**src/rtl/snake_game_ctrl_if.sv**
```systemverilog
// Signal bundle between the snake game controller and the surrounding game logic.
// The master drives the buttons and the length-stage feedback; the slave drives the state and strobes.
interface snake_game_ctrl_if;
    logic       Start;
    logic       Pause_Btn;
    logic       Ack;
    logic       Collision;
    logic [7:0] Length;
    logic       q_I;
    logic       q_Run;
    logic       q_Pause;
    logic       q_Win;
    logic       q_Lose;
    logic       Speed_Clk;
    logic       Game_Clear;
    logic [7:0] Best_Length;

    modport master (
        output Start, Pause_Btn, Ack, Collision, Length,
        input  q_I, q_Run, q_Pause, q_Win, q_Lose, Speed_Clk, Game_Clear, Best_Length
    );

    modport slave (
        input  Start, Pause_Btn, Ack, Collision, Length,
        output q_I, q_Run, q_Pause, q_Win, q_Lose, Speed_Clk, Game_Clear, Best_Length
    );
endinterface

```
**src/rtl/snake_game_ctrl.sv**
```systemverilog
// Game-level state machine for the snake game. It produces the move strobe, which speeds up as the
// snake grows, and the clear pulse between games. It also tracks the best length reached.
module snake_game_ctrl #(
    parameter int TICK_DIV     = 25000000,
    parameter int SPEEDUP_STEP = 1000000,
    parameter int MIN_DIV      = 5000000,
    parameter int INIT_LEN     = 3,
    parameter int WIN_LENGTH   = 225,
    parameter int CNT_W        = 27
) (
    input  logic               Clk,
    input  logic               Reset,
    snake_game_ctrl_if.slave   bus
);

    localparam int PW = CNT_W + 8;
    localparam logic [PW-1:0]    TICK_W   = PW'(TICK_DIV);
    localparam logic [PW-1:0]    MIN_W    = PW'(MIN_DIV);
    localparam logic [PW-1:0]    STEP_W   = PW'(SPEEDUP_STEP);
    localparam logic [7:0]       INIT_L   = 8'(INIT_LEN);
    localparam logic [7:0]       WIN_L    = 8'(WIN_LENGTH);
    localparam logic [CNT_W-1:0] ONE      = CNT_W'(1);

    // One-hot encoding: each bit drives one q_* output directly from a flop.
    typedef enum logic [4:0] {
        S_INIT  = 5'b00001,
        S_RUN   = 5'b00010,
        S_PAUSE = 5'b00100,
        S_WIN   = 5'b01000,
        S_LOSE  = 5'b10000
    } state_e;

    state_e           state_q, state_d;
    logic [CNT_W-1:0] cnt_q, cnt_d;
    logic [CNT_W-1:0] cur_period_q, cur_period_d;
    logic             speed_clk_q, speed_clk_d;
    logic             game_clear_q, game_clear_d;
    logic [7:0]       best_length_q, best_length_d;

    logic [7:0]       grown;
    logic [PW-1:0]    shrink;
    logic [PW-1:0]    next_period;

    // The wide datapath keeps the subtraction from wrapping before the clamp is applied.
    always_comb begin
        grown  = (bus.Length > INIT_L) ? bus.Length - INIT_L : 8'd0;
        shrink = PW'(grown) * STEP_W;
        if (shrink >= TICK_W - MIN_W) next_period = MIN_W;
        else                          next_period = TICK_W - shrink;
    end

    // NOTE: every variable gets its default first, so that no path through the case infers a latch.
    always_comb begin
        state_d       = state_q;
        cnt_d         = cnt_q;
        cur_period_d  = cur_period_q;
        speed_clk_d   = 1'b0;
        game_clear_d  = 1'b0;
        best_length_d = best_length_q;
        case (state_q)
            S_INIT: begin
                if (bus.Start && !bus.Collision) begin
                    state_d      = S_RUN;
                    cnt_d        = '0;
                    cur_period_d = CNT_W'(TICK_DIV);
                end
            end
            S_RUN: begin
                if (bus.Collision || bus.Length >= WIN_L) begin
                    state_d = bus.Collision ? S_LOSE : S_WIN;
                    if (bus.Length > best_length_q) best_length_d = bus.Length;
                end else if (bus.Ack) begin
                    state_d      = S_INIT;
                    game_clear_d = 1'b1;
                end else if (bus.Pause_Btn) begin
                    state_d = S_PAUSE;
                end else if (cnt_q == cur_period_q - ONE) begin
                    cnt_d        = '0;
                    speed_clk_d  = 1'b1;
                    cur_period_d = CNT_W'(next_period);
                end else begin
                    cnt_d = cnt_q + ONE;
                end
            end
            S_PAUSE: begin
                if (bus.Ack) begin
                    state_d      = S_INIT;
                    game_clear_d = 1'b1;
                end else if (bus.Pause_Btn) begin
                    state_d = S_RUN;
                end
            end
            S_WIN, S_LOSE: begin
                if (bus.Ack) begin
                    state_d      = S_INIT;
                    game_clear_d = 1'b1;
                end
            end
            default: state_d = S_INIT;
        endcase
    end

    // NOTE: sequential state uses non-blocking assignments, so every flop samples the pre-edge values.
    always_ff @(posedge Clk or posedge Reset) begin
        if (Reset) begin
            state_q       <= S_INIT;
            cnt_q         <= '0;
            cur_period_q  <= CNT_W'(TICK_DIV);
            speed_clk_q   <= 1'b0;
            game_clear_q  <= 1'b0;
            best_length_q <= '0;
        end else begin
            state_q       <= state_d;
            cnt_q         <= cnt_d;
            cur_period_q  <= cur_period_d;
            speed_clk_q   <= speed_clk_d;
            game_clear_q  <= game_clear_d;
            best_length_q <= best_length_d;
        end
    end

    assign bus.q_I         = state_q[0];
    assign bus.q_Run       = state_q[1];
    assign bus.q_Pause     = state_q[2];
    assign bus.q_Win       = state_q[3];
    assign bus.q_Lose      = state_q[4];
    assign bus.Speed_Clk   = speed_clk_q;
    assign bus.Game_Clear  = game_clear_q;
    assign bus.Best_Length = best_length_q;

endmodule

```
**src/flat_wrapper.sv**
```systemverilog
// flat-port wrapper written by rule: the top's interface ports become plain ports
module snake_game_ctrl_flat 
#(
    parameter int TICK_DIV     = 25000000,
    parameter int SPEEDUP_STEP = 1000000,
    parameter int MIN_DIV      = 5000000,
    parameter int INIT_LEN     = 3,
    parameter int WIN_LENGTH   = 225,
    parameter int CNT_W        = 27
)
  (Clk, Reset, bus_Start, bus_Pause_Btn, bus_Ack, bus_Collision, bus_Length, bus_q_I, bus_q_Run, bus_q_Pause, bus_q_Win, bus_q_Lose, bus_Speed_Clk, bus_Game_Clear, bus_Best_Length);
  snake_game_ctrl_if bus_i ();
  input  logic Clk;
  input  logic Reset;
  input wire logic [$bits(bus_i.Start)-1:0] bus_Start;
  input wire logic [$bits(bus_i.Pause_Btn)-1:0] bus_Pause_Btn;
  input wire logic [$bits(bus_i.Ack)-1:0] bus_Ack;
  input wire logic [$bits(bus_i.Collision)-1:0] bus_Collision;
  input wire logic [$bits(bus_i.Length)-1:0] bus_Length;
  output wire logic [$bits(bus_i.q_I)-1:0] bus_q_I;
  output wire logic [$bits(bus_i.q_Run)-1:0] bus_q_Run;
  output wire logic [$bits(bus_i.q_Pause)-1:0] bus_q_Pause;
  output wire logic [$bits(bus_i.q_Win)-1:0] bus_q_Win;
  output wire logic [$bits(bus_i.q_Lose)-1:0] bus_q_Lose;
  output wire logic [$bits(bus_i.Speed_Clk)-1:0] bus_Speed_Clk;
  output wire logic [$bits(bus_i.Game_Clear)-1:0] bus_Game_Clear;
  output wire logic [$bits(bus_i.Best_Length)-1:0] bus_Best_Length;
  assign bus_i.Start = bus_Start;
  assign bus_i.Pause_Btn = bus_Pause_Btn;
  assign bus_i.Ack = bus_Ack;
  assign bus_i.Collision = bus_Collision;
  assign bus_i.Length = bus_Length;
  assign bus_q_I = bus_i.q_I;
  assign bus_q_Run = bus_i.q_Run;
  assign bus_q_Pause = bus_i.q_Pause;
  assign bus_q_Win = bus_i.q_Win;
  assign bus_q_Lose = bus_i.q_Lose;
  assign bus_Speed_Clk = bus_i.Speed_Clk;
  assign bus_Game_Clear = bus_i.Game_Clear;
  assign bus_Best_Length = bus_i.Best_Length;
  snake_game_ctrl #(.TICK_DIV(TICK_DIV), .SPEEDUP_STEP(SPEEDUP_STEP), .MIN_DIV(MIN_DIV), .INIT_LEN(INIT_LEN), .WIN_LENGTH(WIN_LENGTH), .CNT_W(CNT_W)) u_core (.Clk(Clk), .Reset(Reset), .bus(bus_i));
endmodule
```
**config.mk**
```make
export PLATFORM = sky130hd
export DESIGN_NAME = snake_game_ctrl_flat
export DESIGN_NICKNAME = d
export VERILOG_FILES = /design/src/rtl/snake_game_ctrl_if.sv /design/src/rtl/snake_game_ctrl.sv /design/src/flat_wrapper.sv
export SDC_FILE = /design/constraint.sdc
export NUM_CORES = 1
export LEC_CHECK = 0
export CAP_MARGIN = 25
export CORE_MARGIN = 5
export CORE_UTILIZATION = 30
export DETAILED_ROUTE_END_ITERATION = 8
export DONT_BUFFER_PORTS = 1
export SYNTH_ARGS = -nofsm -noshare
export SYNTH_HDL_FRONTEND = slang
export SYNTH_SLANG_ARGS = --single-unit
export TNS_END_PERCENT = 20
```
**constraint.sdc**
```tcl
create_clock -name Clk -period 4.5 [get_ports Clk]
set_clock_uncertainty 0.1 [all_clocks]
set_input_delay 0.225 -clock Clk [delete_from_list [all_inputs] [get_ports Clk]]
set_output_delay 0.225 -clock Clk [all_outputs]
set_load 0.05 [all_outputs]
```
==> results by group, run 1 <==
STA
  – Fmax: 219 MHz
  – Setup TNS: -0.396 ns
  – Endpoints failing setup: 12
  – Tcrit/Tclk final: 102%
  – Worst hold margin: 0.0310 ns
  – Slew Viols, Final: 0
  – Relative slew margins: 44.2%
  – RSZ-0062 raised after global routing: true
  – Final worst slack: -0.0719 ns
  – Final Hold Viols: 0
  – Crit path time final: 4.57 ns
  – Worst-margin pin slew: 0.830 ns

CTS
  – Clk sinks: 63
  – Longest Clk Path Bufs: 2
  – Clock-pin slew on the worst setup and hold paths: 0.05 ns
  – Htree depth: 3
  – TritonCTS clock tree: yes
  – Root Buffer: clkbuf_16
  – CTS Buf Count: 9
  – Worst-skew pair later-pin latency: 0.33 ns

Layout
  – Area Growth Syn to Fin: 31.5%
  – Final non-filler cell total: 1111
  – Commonest non-fill, non-tap cell in the layout: buf_4
  – Finished Core Util: 40.1%
  – FF+latch area: 1590 sq um
  – Share of cells above drive strength 1: 26.0%
  – Fillers: 2013
  – Commonest non-fill, non-tap cells in the layout: 109 x buf_4, 59 x ha_1, 56 x inv_1, 50 x nor2_1, 50 x dfrtp_1
  – Ant diodes: 0
  – Layout Nets: 934
  – Multi-input gate area: 4680 sq um

Status
  – Violated checks: setup timing
  – Outcome: complete, but fails checks

Synth
  – Cells after Synth: 719
  – Prevailing post-synth register cell: dfrtp_1
  – Net Count, Synth: 817
  – Leading area contributor after synthesis: dfrtp_1
  – Avg Inst Size Synth: 8.58 sq um
  – Number of synthesized flops with an enable pin: 0
  – Post-synth ARST share: 100%
  – YS warnings: 0
  – Yosys top cell area share: 20.3%
  – Cell variety after synth: 75
  – Synth Register Bits: 63
  – Top area cells in the synthesized netlist: dfrtp_1 20%, ha_1 14%, xnor2_1 6.5%, dfstp_2 5.5%, fa_1 4.2%
  – Cell area after synthesis: 6170 sq um
  – Seq/Total Area, Yosys: 25.8%

Hold path
  – HP Class: in2reg

Power and ir drop
  – Cell area power density: 632 nW/um^2
  – Comb power frac: 70.9%
  – Leak Pwr: 0.00357 uW
  – Pint: 2940 uW
  – Clock power frac: 13.7%
  – Worst ir drop on vdd: 0.670 mV
  – Switch Pwr: 2190 uW
  – Switching Fraction: 42.7%
  – Seq pwr share: 15.4%

Critical path
  – Worst R2R Path Depth: 10
  – CP required: 4.59 ns
  – CP endpoint: u_core.cur_period_q[8]$_DFFE_PP0P_
  – Reg2Reg Setup Slack: 0.80 ns
  – Crit-path max FO: 8
  – Worst reg2reg startpoint: u_core.cur_period_q[6]$_DFFE_PP1P_
  – CP arrival: 4.66 ns
  – Setup crit start: bus_Length[4]
  – RR Endpoint: u_core.cur_period_q[23]$_DFFE_PP0P_
  – Element type at the critical path end: flop
  – Critical path type: in2reg
  – Critical Path Source Type: input port

Floorplan
  – Total die area: 23500 sq um
  – Num rows: 52
  – Core Area: 20200 sq um
  – Die X: 153 um
  – Starting Density: 30.5%
  – # IOs: 29
  – Die span in y: 153 um

Drt
  – Met3 wire len: 380 um
  – Max layer used: met4
  – Initial drt markers: 215
  – DRC viols: 0
  – First drt pass iteration count: 7
  – Met1 wire length: 7330 um
  – DR WL/cell: 13.9 um
  – Remaining antenna violation count after routing: 0
  – Wirelength, routed: 15500 um
  – Via density per instance: 4.97
  – Vias: 5525
  – Met2 wire length: 7660 um

Global route
  – Total grt overflow: 0
  – Largest net degree at the start of global routing: 40
  – First-pass GRT wire length: 27400 um
  – Antenna violations before repair: 0
  – GRT Util Overall: 13.7%
  – Vias in the first global route: 5594

Placement
  – Placed insts: 1073
  – Gpl congestion: 0.843
  – Post-Place Setup Slack: -0.880 ns
  – Buffers on Ports: 0
  – DP Wirelength: 12000 um

Run
  – Max Cap Violations: 0
metal layers:
metal	GRT usage, %	vias up
li1	-	2815
met1	18.4	2632
met4	2.14	0
met5	0	-
met2	23.8	68
met3	2.12	10
critical path: stages:
cell	delay (ns)
or3_4	0.40
nor3_4	0.17
mux2i_2	0.26
ha_1	0.28
inv_2	0.08
ha_4	0.20
ha_4	0.26
xor2_1	0.18
fa_1	0.48
ha_4	0.30
ha_4	0.19
a21o_1	0.16
a21o_1	0.17
a211oi_2	0.22
o31ai_2	0.12
mux2_4	0.22
a31oi_4	0.10
a21o_4	0.23
or2_4	0.27
a2bb2oi_2	0.14
cell usage after synthesis, types with 4 or more instances:
cell type   n
a211oi_1    6
a21o_1     13
a21oi_1    31
a22o_1      6
a31oi_1     5
and2_1      5
and3_1      8
clkbuf_1   14
dfrtp_1    50
dfstp_2    13
fa_1       13
ha_1       71
inv_1      60
mux2i_1     5
nand2_1    43
nand2b_1   15
nand3_1    23
nand3b_1    7
nand4_1    13
nand4b_1    4
nor2_1     53
nor2b_1     7
nor3_1     33
nor3b_1     7
nor4_1     10
o211ai_1    5
o21ai_0    41
o21ai_1     7
o22ai_1     4
o31ai_1     7
or3_1      10
xnor2_1    46
xor2_1     21
power by group through the flow:
stage | clock, uW | combinational [uW] | sequential (uW)
3_5_place_dp | 0 | 3050 | 800
3_3_place_gp | 0 | 3040 | 799
5_1_grt | 747 | 4010 | 797
2_1_floorplan | 0 | 1910 | 783
6_report | 701 | 3640 | 791
4_1_cts | 717 | 3440 | 791
logic make-up after synthesis:
logic type / synth area share, %
multiplexers: 1.18
buffers and inverters: 4.99
AND/OR/NAND/NOR: 22.3
AO/OA/AOI/OAI: 17.6
adder cells (fa/ha/maj): 18.6
flip-flops: 25.8
XOR/XNOR: 9.52
registers in the layout, summed over array words and instances (netlist names):
register,flops
u_core.bus.Game_Clear,1
u_core.bus.Speed_Clk,1
u_core.cnt_q,27
u_core.bus.Best_Length,8
u_core.cur_period_q,21
u_core.state_q,5
area by class of cell:
class | instances | share of cell area, %
Multi-Input combinational cell | 577 | 57.7
Sequential cell | 63 | 19.6
Timing Repair Buffer | 124 | 12.0
Tap cell | 270 | 4.16
Clock buffer | 12 | 3.16
Inverter | 61 | 2.82
Clock inverter | 4 | 0.555
through the flow:
| step | area, sq um | power (uW) |
|---|---|---|
| finish | 8110 | 5130 |
| global route | 8110 | 5550 |
| CTS | 7960 | 4940 |
| detailed placement | 7330 | 3850 |
| global placement | 7320 | 3840 |
| floorplan | 6320 | 2690 |
how the worst min path moves through the flow:
stage	cells after the start	end	start
2_1_floorplan	1	u_core.state_q[2]$_DFFE_PP0P_	bus_Ack
3_3_place_gp	1	u_core.bus.Game_Clear$_DFF_PP0_	Reset
6_report	2	u_core.state_q[2]$_DFFE_PP0P_	bus_Pause_Btn
4_1_cts	3	u_core.state_q[1]$_DFFE_PP0P_	bus_Pause_Btn
3_5_place_dp	1	u_core.bus.Game_Clear$_DFF_PP0_	Reset
5_1_grt	2	u_core.state_q[3]$_DFFE_PP0P_	bus_Collision
what timing repair did:
action,4_1_cts,5_1_grt
setup endpoints to repair,19,19
pin swaps,30,26
hold buffers,11,0
endpoints found under the hold margin,36,0
resized for setup,31,26
setup buffers,6,5
No activity file was read; power rests on OpenSTA's default activity.
==> run 2: changes to the inputs <==
==> constraint.sdc (replaced) <==
create_clock -name Clk -period 4.5 [get_ports Clk]
set_clock_uncertainty 0.1 [all_clocks]
set_input_delay 0.675 -clock Clk [delete_from_list [all_inputs] [get_ports Clk]]
set_output_delay 0.675 -clock Clk [all_outputs]
set_load 0.05 [all_outputs]
==> run 2 against run 1 <==
The flow still finishes with violations (setup timing); routed wire length shrank 1.3%; critical endpoint unchanged; core utilization shrank 0.74 points; power shrank 2.5%; global-route usage shrank 0.42 points; combinational power shrank 5.5%.
==> results by group, run 2 (same netlist as run 1, synthesis figures left out) <==
Floorplan
  – Num rows: 52 (unchanged)
  – Core Area: 20200 sq um (unchanged)
  – Die X: 153 um (unchanged)
  – Starting Density: 30.5% (unchanged)
  – Total die area: 23500 sq um (unchanged)
  – # IOs: 29 (unchanged)
  – Die span in y: 153 um (unchanged)

Layout
  – Fin area: 7960 sq um (-1.8%)
  – Finished Core Util: 39.4% (-0.74 points)
  – Share of cells above drive strength 1: 25.1% (-0.92 points)
  – Area Growth Syn to Fin: 29.1%
  – Max FFs per register: 27 (unchanged)
  – Largest reg by FF count: u_core.cnt_q
  – Commonest non-fill, non-tap cells in the layout: 114 x buf_4, 61 x ha_1, 58 x inv_1, 51 x nor2_1, 50 x dfrtp_1
  – Layout Nets: 925 (-0.96%)
  – Ant diodes: 0 (unchanged)
  – Fillers: 2036 (+1.1%)
  – Commonest non-fill, non-tap cell in the layout: buf_4

Global route
  – GRT Util Overall: 13.3% (-0.42 points)
  – Largest net degree at the start of global routing: 40 (unchanged)
  – Antenna violations before repair: 0 (unchanged)
  – Total grt overflow: 0 (unchanged)
  – First-pass GRT wire length: 26500 um (-3.5%)
  – Vias in the first global route: 5523 (-1.3%)

Drt
  – Via density per instance: 4.94 (-0.66%)
  – Remaining antenna violation count after routing: 0 (unchanged)
  – First drt pass iteration count: 4 (-3)
  – Wirelength, routed: 15300 um (-1.3%)
  – Vias: 5444 (-1.5%)
  – Initial drt markers: 241 (+12%)
  – DRC viols: 0 (unchanged)
  – DR WL/cell: 13.9 um (-0.48%)

STA
  – Worst-margin pin slew: 0.875 ns (+0.0449 ns)
  – Final worst slack: -0.499 ns (-0.427 ns)
  – Tcrit/Tclk final: 111% (+9.5 points)
  – Final Hold Viols: 0 (unchanged)
  – Setup TNS: -7.73 ns (-7.33 ns)
  – Endpoints failing setup: 19 (+7)
  – Worst hold margin: 0.156 ns (+0.125 ns)
  – Crit path time final: 5.00 ns (+0.427 ns)
  – RSZ-0062 raised after global routing: true
  – Fmax: 200 MHz (-8.5%)
  – Slew Viols, Final: 0 (unchanged)
  – Relative slew margins: 41.1% (-3.0 points)

Critical path
  – Worst reg2reg startpoint: u_core.cur_period_q[6]$_DFFE_PP1P_
  – Setup crit start: bus_Length[4]
  – Slowest-stage cell, CP: fa_1
  – CP arrival: 5.11 ns (+0.45 ns)
  – Element type at the critical path end: flop
  – Slowest stage delay, CP: 0.53 ns (+0.05 ns)
  – Crit-path max FO: 8 (unchanged)
  – CP required: 4.61 ns (+0.02 ns)
  – Buf/Inv on CP: 5 (+4)
  – Cell family with the largest share of critical-path delay: adder cells
  – Reg2Reg Setup Slack: 0.78 ns (-0.02 ns)
  – Critical path type: in2reg
  – Critical Path, Cell by Cell: or3_4, a21oi_2, nand2_1, nand2_2, inv_1, buf_4, ha_1, ha_1, fa_1, inv_1, fa_1, inv_1, ha_4, nand2_4, nor2_1, a41oi_2, o21ai_2, xnor2_1, buf_4, o211ai_1, a21o_4, or2_4, a2bb2oi_2
  – Crit path top cell by count: inv_1
  – Critical Path Source Type: input port

Power and ir drop
  – Worst ir drop on vdd: 0.599 mV (-11%)
  – Power Total: 5000 uW (-2.5%)
  – Leak Pwr: 0.00351 uW (-1.4%)
  – Cell area power density: 628 nW/um^2 (-0.64%)
  – Switching Fraction: 42.5% (-0.21 points)
  – Switch Pwr: 2120 uW (-2.9%)
  – Pint: 2880 uW (-2.1%)
  – Comb power frac: 68.8% (-2.1 points)
  – Seq pwr share: 15.8% (+0.4 points)
  – Clock power frac: 15.5% (+1.8 points)

CTS
  – Longest Clk Path Bufs: 2 (unchanged)
  – Clk sinks: 63 (unchanged)
  – Worst-skew pair later-pin latency: 0.34 ns (about the same)
  – Htree depth: 3 (unchanged)
  – Root Buffer: clkbuf_16
  – TritonCTS clock tree: yes
  – CTS Buf Count: 9 (unchanged)
  – Clock-pin slew on the worst setup and hold paths: 0.06 ns (about the same)

Placement
  – DP Wirelength: 12000 um (about the same)
  – Gpl congestion: 0.845 (+0.27%)
  – Dpl cell area: 7360 sq um (+0.51%)
  – Buffers on Ports: 0 (unchanged)

Status
  – Outcome: complete, but fails checks
  – Violated checks: setup timing

Hold path
  – HP Class: in2async

Run
  – Max Cap Violations: 0 (unchanged)
run 2: final timing paths:
check,cells after the start,endpoint
hold / removal,1,u_core.bus.Game_Clear$_DFF_PP0_
setup reg to reg,10,u_core.cur_period_q[15]$_DFFE_PP0P_
min in group Clk,1,u_core.state_q[2]$_DFFE_PP0P_
max in group asynchronous,2,u_core.cur_period_q[19]$_DFFE_PP1P_
setup / recovery,23,u_core.cur_period_q[8]$_DFFE_PP0P_
hold reg to reg,2,u_core.cnt_q[1]$_DFFE_PP0P_
run 2: power by group through the flow:
| stage | combinational (uW) | sequential (uW) | clock [uW] |
|---|---|---|---|
| detailed placement | 3080 | 800 | 0 |
| global route | 3820 | 796 | 821 |
| CTS | 3360 | 790 | 793 |
| finish | 3440 | 789 | 774 |
| global placement | 3060 | 798 | 0 |
| floorplan | 1910 | 783 | 0 |
run 2: stage by stage:
stage / setup WS [ns] / std cells
2_1_floorplan: -0.901 / 719
5_1_grt: -0.705 / 1102
6_report: -0.499 / 1102
4_1_cts: -0.466 / 1101
3_5_place_dp: -1.27 / 1078
3_3_place_gp: -1.23 / 1077
run 2: per-layer routing:
metal | GRT usage [%] | vias up | wire [um] | share of wire, %
li1 | - | 2812 | - | -
met2 | 23.1 | 46 | 7530 | 49
met1 | 17.5 | 2578 | 7360 | 48
met3 | 2.46 | 8 | 301 | 2.0
met5 | 0 | - | 0 | 0
met4 | 2.27 | 0 | 90 | 0.59
run 2: layout make-up:
class / count / area [sq um] / area share, %
clock buffers: 10 / 239 / 3.00
clock inverters: 6 / 92.6 / 1.16
inverters: 61 / 229 / 2.88
multi-input cells: 577 / 4610 / 57.8
flip-flops and latches: 63 / 1590 / 20.0
well taps: 270 / 338 / 4.24
repair buffers: 115 / 867 / 10.9
run 2: repair_timing:
item                       CTS  global route
gates resized for setup     30             7
pin swaps                   28             8
setup endpoints to repair   19            19
setup buffers                7             1
hold buffers                 0             0
==> run 3: changes to the inputs <==
Clock period 4.5 ns to 4.7 ns, I/O delays scaled along.
==> run 3 against run 2 <==
The run still ends with setup timing left; clock-buffer cell count shrank 1; core utilization grew 0.22 points; register-to-register slack gained 0.03 ns; critical path depth grew 1; routed wire length shrank 0.27%; sequential power shrank 4.2%; die area is the same; worst hold slack gained 0.027 ns; clock power shrank 14%.
==> results by group, run 3 (same netlist as run 1, synthesis figures left out) <==
Status
  – Outcome: complete, but fails checks
  – Violated checks: setup timing

Drt
  – Via density per instance: 5.01 (+1.5%)
  – Initial drt markers: 238 (-1.2%)
  – DRC viols: 0 (unchanged)
  – DR WL/cell: 13.8 um (-0.27%)
  – Met2 wire length: 7300 um (-3.1%)
  – Remaining antenna violation count after routing: 0 (unchanged)
  – First drt pass iteration count: 4 (unchanged)
  – Met1 wire length: 7340 um (-0.29%)
  – Max layer used: met4
  – Met3 wire len: 381 um (+27%)
  – Wirelength, routed: 15200 um (-0.27%)
  – Vias: 5524 (+1.5%)

STA
  – Crit path time final: 5.04 ns
  – Relative slew margins: 34.1% (-7.1 points)
  – Final worst slack: -0.335 ns (+0.164 ns)
  – Fmax: 199 MHz
  – Endpoints failing setup: 19 (unchanged)
  – RSZ-0062 raised after global routing: true
  – Final Hold Viols: 0 (unchanged)
  – Worst-margin pin slew: 0.980 ns (+0.105 ns)
  – Slew Viols, Final: 0 (unchanged)
  – Tcrit/Tclk final: 107%

Critical path
  – Buf/Inv on CP: 6 (+1)
  – Crit-path max FO: 8 (unchanged)
  – Cell family with the largest share of critical-path delay: adder cells
  – Critical Path Source Type: input port
  – Critical path type: in2reg
  – Element type at the critical path end: flop
  – CP arrival: 5.13 ns (+0.02 ns)
  – Crit path top cell by count: inv_1
  – Slowest stage delay, CP: 0.53 ns (about the same)
  – Critical Path, Cell by Cell: or3_4, a21oi_2, nand2_1, nand2_2, inv_1, buf_4, ha_1, ha_4, fa_1, inv_1, fa_1, inv_1, ha_4, nand2_4, nor2_1, a41oi_2, o21ai_2, buf_4, buf_6, a211oi_4, a31oi_4, a21o_4, or2_4, a2bb2oi_2
  – CP required: 4.80 ns (+0.19 ns)
  – Slowest-stage cell, CP: fa_1

Floorplan
  – # IOs: 29 (unchanged)
  – Die X: 153 um (unchanged)
  – Die span in y: 153 um (unchanged)
  – Num rows: 52 (unchanged)
  – Total die area: 23500 sq um (unchanged)
  – Core Area: 20200 sq um (unchanged)
  – Starting Density: 30.5% (unchanged)

Layout
  – Finished Core Util: 39.6% (+0.22 points)
  – Commonest non-fill, non-tap cells in the layout: 112 x buf_4, 59 x ha_1, 56 x inv_1, 51 x nor2_1, 50 x dfrtp_1
  – Multi-input gate area: 4670 sq um (+1.5%)
  – Largest reg by FF count: u_core.cnt_q
  – FF+latch area: 1590 sq um (unchanged)
  – Area Growth Syn to Fin: 29.8%
  – Max FFs per register: 27 (unchanged)
  – Layout Nets: 925 (unchanged)
  – Commonest non-fill, non-tap cell in the layout: buf_4
  – Fillers: 2047 (+0.54%)
  – Share of cells above drive strength 1: 26.1% (+0.96 points)
  – Fin area: 8010 sq um (+0.55%)
  – Ant diodes: 0 (unchanged)

Power and ir drop
  – Worst ir drop on vdd: 0.552 mV (-7.7%)
  – Power Total: 4830 uW (-3.4%)
  – Cell area power density: 603 nW/um^2 (-4.0%)
  – Leak Pwr: 0.00350 uW (-0.35%)

CTS
  – Clk sinks: 63 (unchanged)
  – Root Buffer: clkbuf_16
  – # hold bufs at CTS: 0 (unchanged)
  – Htree depth: 3 (unchanged)
  – Longest Clk Path Bufs: 2 (unchanged)
  – TritonCTS clock tree: yes
  – Worst-skew pair later-pin latency: 0.34 ns (about the same)
  – CTS Buf Count: 9 (unchanged)
  – Clock-pin slew on the worst setup and hold paths: 0.06 ns (about the same)

Placement
  – Dpl cell area: 7350 sq um (-0.20%)
  – Gpl congestion: 0.840 (-0.58%)
  – DP Wirelength: 11800 um (-1.6%)
  – Buffers on Ports: 0 (unchanged)

Run
  – Max Cap Violations: 0 (unchanged)

Hold path
  – HP Class: in2async

Global route
  – Antenna violations before repair: 0 (unchanged)
  – GRT Util Overall: 13.2% (-0.084 points)
  – Total grt overflow: 0 (unchanged)
  – First-pass GRT wire length: 26500 um (about the same)
  – Vias in the first global route: 5473 (-0.91%)
  – Largest net degree at the start of global routing: 40 (unchanged)
-- run 3: layout make-up --
class	count	share of cell area [%]
clock buffer	9	2.81
sequential	63	19.9
multi-input combinational	577	58.4
inverter	61	2.86
clock inverter	7	0.922
tap	270	4.22
timing repair buffer	115	10.9
-- run 3: path summary, 6_finish.rpt --
check	depth (start not counted)	start	endpoint	slack, ns
setup / recovery	24	bus_Length[4]	u_core.cur_period_q[8]$_DFFE_PP0P_	-0.34
hold / removal	1	Reset	u_core.bus.Game_Clear$_DFF_PP0_	0.18
setup reg to reg	10	u_core.cur_period_q[6]$_DFFE_PP1P_	u_core.cur_period_q[10]$_DFFE_PP0P_	0.81
hold reg to reg	1	u_core.cur_period_q[26]$_DFFE_PP0P_	u_core.cur_period_q[26]$_DFFE_PP0P_	0.43
max in group asynchronous	2	Reset	u_core.cur_period_q[13]$_DFFE_PP1P_	3.40
min in group Clk	1	bus_Ack	u_core.state_q[2]$_DFFE_PP0P_	0.34
-- run 3: per-stage QoR --
step / instances / hold slack [ns] / setup WS [ns] / setup TNS (ns)
floorplan: 719 / 0.381 / -0.731 / -11.53
global placement: 1076 / 0.418 / -1.08 / -18.14
detailed placement: 1076 / 0.427 / -1.15 / -19.58
CTS: 1099 / 0.193 / -0.327 / -5.38
global route: 1102 / 0.223 / -0.555 / -8.87
finish: 1102 / 0.183 / -0.335 / -4.53
-- run 3: worst register-to-register path: cells and delay by family, from the launching register on --
kind | cells | cell delay [ns]
XOR/XNOR | 1 | 0.14
flip-flops | 1 | 0.57
AO/OA/AOI/OAI | 4 | 1.42
adder cells (fa/ha/maj) | 1 | 0.34
buffers and inverters | 2 | 0.21
AND/OR/NAND/NOR | 2 | 1.00
-- run 3: repair_timing --
action | in CTS | in global routing
endpoints found under the setup margin | 19 | 19
buffers inserted | 7 | 3
resized for setup | 30 | 20
pin swaps | 32 | 19
-- run 3: layer usage --
| layer | track usage (%) | up-vias |
|---|---|---|
| li1 | - | 2807 |
| met1 | 18.0 | 2623 |
| met2 | 22.3 | 70 |
| met3 | 2.06 | 24 |
| met4 | 2.69 | 0 |
| met5 | 0 | - |
-- run 3: power breakdown --
group | internal (uW) | total, uW | switching, uW
Combinational | 1720 | 3410 | 1690
Sequential | 592 | 756 | 163
Clock | 410 | 663 | 253
